### config.mk
export PLATFORM = sky130hd
export DESIGN_NAME = universal_shift_register
export DESIGN_NICKNAME = d
export VERILOG_FILES = /design/src/rtl/universal_shift_register_pkg.sv /design/src/rtl/universal_shift_register_bit_cell.sv /design/src/rtl/universal_shift_register_prims.sv /design/src/rtl/universal_shift_register.sv
export SDC_FILE = /design/constraint.sdc
export NUM_CORES = 1
export LEC_CHECK = 0
export ABC_AREA = 0
export ABC_CLOCK_PERIOD_IN_PS = 1700
export BUFFER_PORTS_ARGS = -buffer_cell sky130_fd_sc_hd__buf_2
export CORE_AREA = 2 2 39 41
export DETAILED_ROUTE_END_ITERATION = 10
export DIE_AREA = 0 0 41 43
export SKIP_LAST_GASP = 1
export SLEW_MARGIN = 20
export SYNTH_ARGS = -nofsm -noshare
export SYNTH_HDL_FRONTEND = slang
export SYNTH_SLANG_ARGS = --single-unit
export TNS_END_PERCENT = 30
### constraint.sdc
create_clock -name c -period 1.7 [get_ports c]
set_clock_uncertainty 0.15 [all_clocks]
set_input_delay 0.34 -clock c [delete_from_list [all_inputs] [get_ports c]]
set_output_delay 0.34 -clock c [all_outputs]
set_load 0.02 [all_outputs]
### src/rtl/universal_shift_register_pkg.sv
// Shared definitions for the universal shift register: mode encodings.
package universal_shift_register_pkg;

  typedef enum logic [1:0] {
    MODE_HOLD = 2'b00,
    MODE_SHR  = 2'b01,
    MODE_SHL  = 2'b10,
    MODE_LOAD = 2'b11
  } usr_mode_e;

  localparam int unsigned USR_MIN_WIDTH = 2;

endpackage

### src/rtl/universal_shift_register_bit_cell.sv
// One storage bit: 4:1 mode mux built from three 2:1 muxes, reset gating, one flop.
module usr_bit_cell (
  input  logic       c,
  input  logic       re_,
  input  logic [1:0] s,
  input  logic       hold_in,
  input  logic       right_in,
  input  logic       left_in,
  input  logic       load_in,
  output logic       q,
  output logic       q_
);

  logic pair_hr_s;
  logic pair_ld_s;
  logic mux_out_s;
  logic state_d;
  logic state_q;

  usr_mux2 u_mux_hr (
    .sel (s[0]),
    .a0  (hold_in),
    .a1  (right_in),
    .y   (pair_hr_s)
  );

  usr_mux2 u_mux_ld (
    .sel (s[0]),
    .a0  (left_in),
    .a1  (load_in),
    .y   (pair_ld_s)
  );

  usr_mux2 u_mux_top (
    .sel (s[1]),
    .a0  (pair_hr_s),
    .a1  (pair_ld_s),
    .y   (mux_out_s)
  );

  // Gating with re_ makes reset synchronous and gives it priority over every mode
  always_comb begin
    state_d = mux_out_s & re_;
  end

  usr_dff_sr u_ff (
    .c (c),
    .d (state_d),
    .q (state_q)
  );

  assign q  = state_q;
  assign q_ = ~state_q;

endmodule

### src/rtl/universal_shift_register_prims.sv
// Falling-edge primitives: base D flip-flop, its sync-reset wrapper and a 2:1 mux.
module usr_dff (
  input  logic c,
  input  logic clr_,
  input  logic d,
  output logic q
);

  logic state_q;

  // Base storage element, updates on the falling edge of c
  always_ff @(negedge c or negedge clr_) begin
    if (!clr_) begin
      state_q <= 1'b0;
    end else begin
      state_q <= d;
    end
  end

  assign q = state_q;

endmodule

module usr_dff_sr (
  input  logic c,
  input  logic d,
  output logic q
);

  // Reset reaches this flop through its D input, so the async clear stays idle
  usr_dff u_dff (
    .c    (c),
    .clr_ (1'b1),
    .d    (d),
    .q    (q)
  );

endmodule

module usr_mux2 (
  input  logic sel,
  input  logic a0,
  input  logic a1,
  output logic y
);

  // Plain two-input selector
  always_comb begin
    y = a0;
    if (sel) begin
      y = a1;
    end else begin
      y = a0;
    end
  end

endmodule

### src/rtl/universal_shift_register.sv
// Universal shift register: WIDTH bit cells with hold, shift right, shift left and load.
module universal_shift_register
  import universal_shift_register_pkg::*;
#(
  parameter int unsigned WIDTH = 4
) (
  input  logic             c,
  input  logic             re_,
  input  logic [1:0]       s,
  input  logic [WIDTH-1:0] d,
  input  logic             sir,
  input  logic             sil,
  output logic [WIDTH-1:0] q,
  output logic [WIDTH-1:0] q_,
  output logic             sor,
  output logic             sol
);

  logic [WIDTH-1:0] right_in_s;
  logic [WIDTH-1:0] left_in_s;

  // Right neighbour feeds shift-right; the MSB takes sir. Left neighbour mirrors with sil.
  always_comb begin
    right_in_s = {sir, q[WIDTH-1:1]};
    left_in_s  = {q[WIDTH-2:0], sil};
  end

  for (genvar i = 0; i < WIDTH; i++) begin : g_cell
    usr_bit_cell u_cell (
      .c        (c),
      .re_      (re_),
      .s        (s),
      .hold_in  (q[i]),
      .right_in (right_in_s[i]),
      .left_in  (left_in_s[i]),
      .load_in  (d[i]),
      .q        (q[i]),
      .q_       (q_[i])
    );
  end

  assign sor = q[0];
  assign sol = q[WIDTH-1];

endmodule

Word-level counts from Yosys, hierarchy flattened

Cells that the tools add are included.

Memories kept: 0
Latch bits: 0
Memory bits (writable): 0
Bits of input ports: 10
Bits in registers: 4
ROM bits: 0
Output and inout bits: 10
Logic and storage cells: 24

Divide/modulo/power cells: 0
Reductions and logical operators: 0
Multipliers: 0
Bitwise gates (word level): 8
Shift-type cells: 0
Eq/ne operators: 0
$lt $le $gt $ge: 0
Multiplexer cells: 12
Add/subtract/negate cells: 0

Operators with widths:

| kind          | count |
|---|---|
| $mux W1       | 12 |
| $and A1 B1 Y1 | 4 |
| $not A1 Y1    | 4 |

Longest topological paths before layout

Word-level depth: 3
Gate-level depth with buffers: 3
Gate-level depth less buffers: 2

By module

A second synthesis with hierarchy kept.

Cell total of the unflattened synthesis: 30
Area total of the unflattened synthesis: 350.3 µm²

By module, submodules not included:

| module                   | cells each | sequential area each (µm²) | times used | area each (µm²) |
|---|---|---|---|---|
| usr_mux2                 | 1          | 0.0                        | 12         | 15.0 |
| usr_dff                  | 1          | 25.0                       | 4          | 25.0 |
| usr_bit_cell             | 2          | 0.0                        | 4          | 10.0 |
| universal_shift_register | 2          | 0.0                        | 1          | 15.0 |
| usr_dff_sr               | 1          | 0.0                        | 4          | 3.8 |

==> metrics <==
Post-Syn Area=285 um2; drt via density=4.03; GR Util All Layers=7.63%; Reg2Reg Launch Point=g_cell[0].u_cell.u_ff.u_dff.q$_DFF_N_; first-pass GRT wire length=862 um; CP max-delay cell=dfxtp_4; max reg flops=4; Inst Count DP=62; worst slew pin tran=0.219 ns; Starting Density=20.6%; Skew-Pair Late Insertion Delay=0.29 ns; syn_nets=42; Max Slew Vio Count=0; most instantiated cells after synthesis=buf_4, mux2i_1, inv_1, dfxtp_1, o22ai_1; CTS H-tree lvls=1; Startpoint Class=flop; endpoints failing setup=12; CP Buf/Inv Count=2; dpl ws=-0.309 ns; GP Congestion=0.728; worst setup margin=-0.426 ns; Cells after Synth=32; final wirelength=560 um; Leak=0.000241 uW; YS warnings=0; TritonCTS Sinks=4; Vias=274; CP peak stage delay=0.35 ns; largest area contributor in the netlist=dfxtp_1; layout cells sized above 1=65.4%; n_diodes=0; status=complete, but fails checks; Seq/Total Area, Yosys=28.1%; final net count=64; Yosys cell types=8; clock-pin slew of the registers on the worst-case setup and hold paths=0.03 ns; CORE AREA=0.00138 mm2; Synth top area share=28.1%; Critical Path AT=1.64 ns; Post-synth EDFFs=0; RSZ-0062 raised after global routing=true; die area=0.00176 mm2; Pwr Density=800 mW/mm2; Final Instance Area=435 um2; remaining global-route overflow=0; worst hold slack=0.489 ns; Hold Startpoint=g_cell[2].u_cell.u_ff.u_dff.q$_DFF_N_; DR iter-0 viols=2; drt pass-1 iters=3; FF+latch count, synth=4; critical path endpoint category=output port; CTS buffer count=3; row count=14; MaxCap Viol Count=0; post-route non-filler standard cell count=68; crit path cell chain=inv_2, buf_6; vias in the first global route=248; Synth-to-Final Area Change=52.6%; syn_area_per_cell=8.91 um2; Worst path top cell family by delay=flip-flops; Placed Area=369 um2; slew margin rel.=85.4%; failing checks=setup timing; port bufs=19; TritonCTS clock tree=done; I/O pin count=20; setup bufs post-CTS=0; Die Span X=41 um; Post-DP HPWL=462 um; largest net degree at the start of global routing=9; HP Class=reg2reg; critical path class=reg2out; Critical Path Fanout Max=4; Peak VDD IR=0.408 mV; Fin. Hold Viols=0; chip height=43 um; top_reg_cell synth=dfxtp_1; DRC=0; Req. time, crit path=1.21 ns; Final Total Pwr=348 uW; DRT antenna net count=0; crit path from=g_cell[0].u_cell.u_ff.u_dff.q$_DFF_N_; wire per inst=8.24 um; Post-synth ARST share=0%; CTS Root Cell=clkbuf_4; largest cells by area after synthesis=dfxtp_1, mux2i_1, buf_4, o22ai_1, inv_1; initial antenna violation count=0; Longest Clk Path Bufs=2
routing by layer:
metal	vias up	share of wire (%)	track usage, %	routed length (um)
met3	2	9.8	5.24	55
met4	0	1.1	6.00	6
li1	142	-	-	-
met5	-	0	0	0
met2	11	47	9.38	261
met1	119	42	8.68	237
cells by family after synthesis:
family	synth area share, %
AOI/OAI and AO/OA	8.77
buffers and inverters	31.6
DFF	28.1
and+or+nand+nor	3.51
muxes	28.1
what timing repair did:
action,in CTS,in global routing
hold endpoints to repair,0,0
gates resized for setup,6,7
endpoints found under the setup margin,12,14
pin swaps,0,0
hold buffers,0,0
placed cells by master (no fill, tap or decap), drive strengths merged:
| cell | count |
|---|---|
| buf | 23 |
| nand2 | 1 |
| nand2b | 1 |
| mux2i | 8 |
| dfxtp | 4 |
| inv | 8 |
| o22ai | 4 |
| clkbuf | 3 |
final timing paths:
| path | cells past startpoint | slack, ns | to |
|---|---|---|---|
| max | 2 | -0.43 | q_[0] |
| min | 3 | 0.49 | g_cell[1].u_cell.u_ff.u_dff.q$_DFF_N_ |
| max reg2reg | 3 | 0.72 | g_cell[1].u_cell.u_ff.u_dff.q$_DFF_N_ |
| min reg2reg | 3 | 0.49 | g_cell[1].u_cell.u_ff.u_dff.q$_DFF_N_ |
report_power, final:
| part | switching [uW] | internal (uW) | total [uW] |
|---|---|---|---|
| clock | 57.7 | 92.0 | 150 |
| sequential | 5.59 | 101 | 106 |
| combinational | 45.1 | 47.1 | 92.2 |
| total | 108 | 240 | 348 |
tightest hold or removal path: stages (launching register included):
cell and delay, ns:
dfxtp_2 0.33, buf_4 0.11, mux2i_1 0.05, o22ai_1 0.09
per-stage QoR:
stage               setup TNS [ns]  utilization [%]
floorplan                    -1.74                -
global placement             -2.42             26.7
detailed placement           -2.51             26.7
CTS                          -4.31             30.4
global route                 -4.71             31.5
finish                       -4.17             31.5
final cells by class:
| type | instances | area, um2 |
|---|---|---|
| Tap cell | 16 | 20.0 |
| Fill cell | 140 | 948 |
| Timing Repair Buffer | 23 | 158 |
| Sequential cell | 4 | 90.1 |
| Clock buffer | 3 | 22.5 |
| Inverter | 4 | 15.0 |
| Clock inverter | 4 | 15.0 |
| Multi-Input combinational cell | 14 | 115 |
Note: power is estimated with default switching activity, not from simulation.
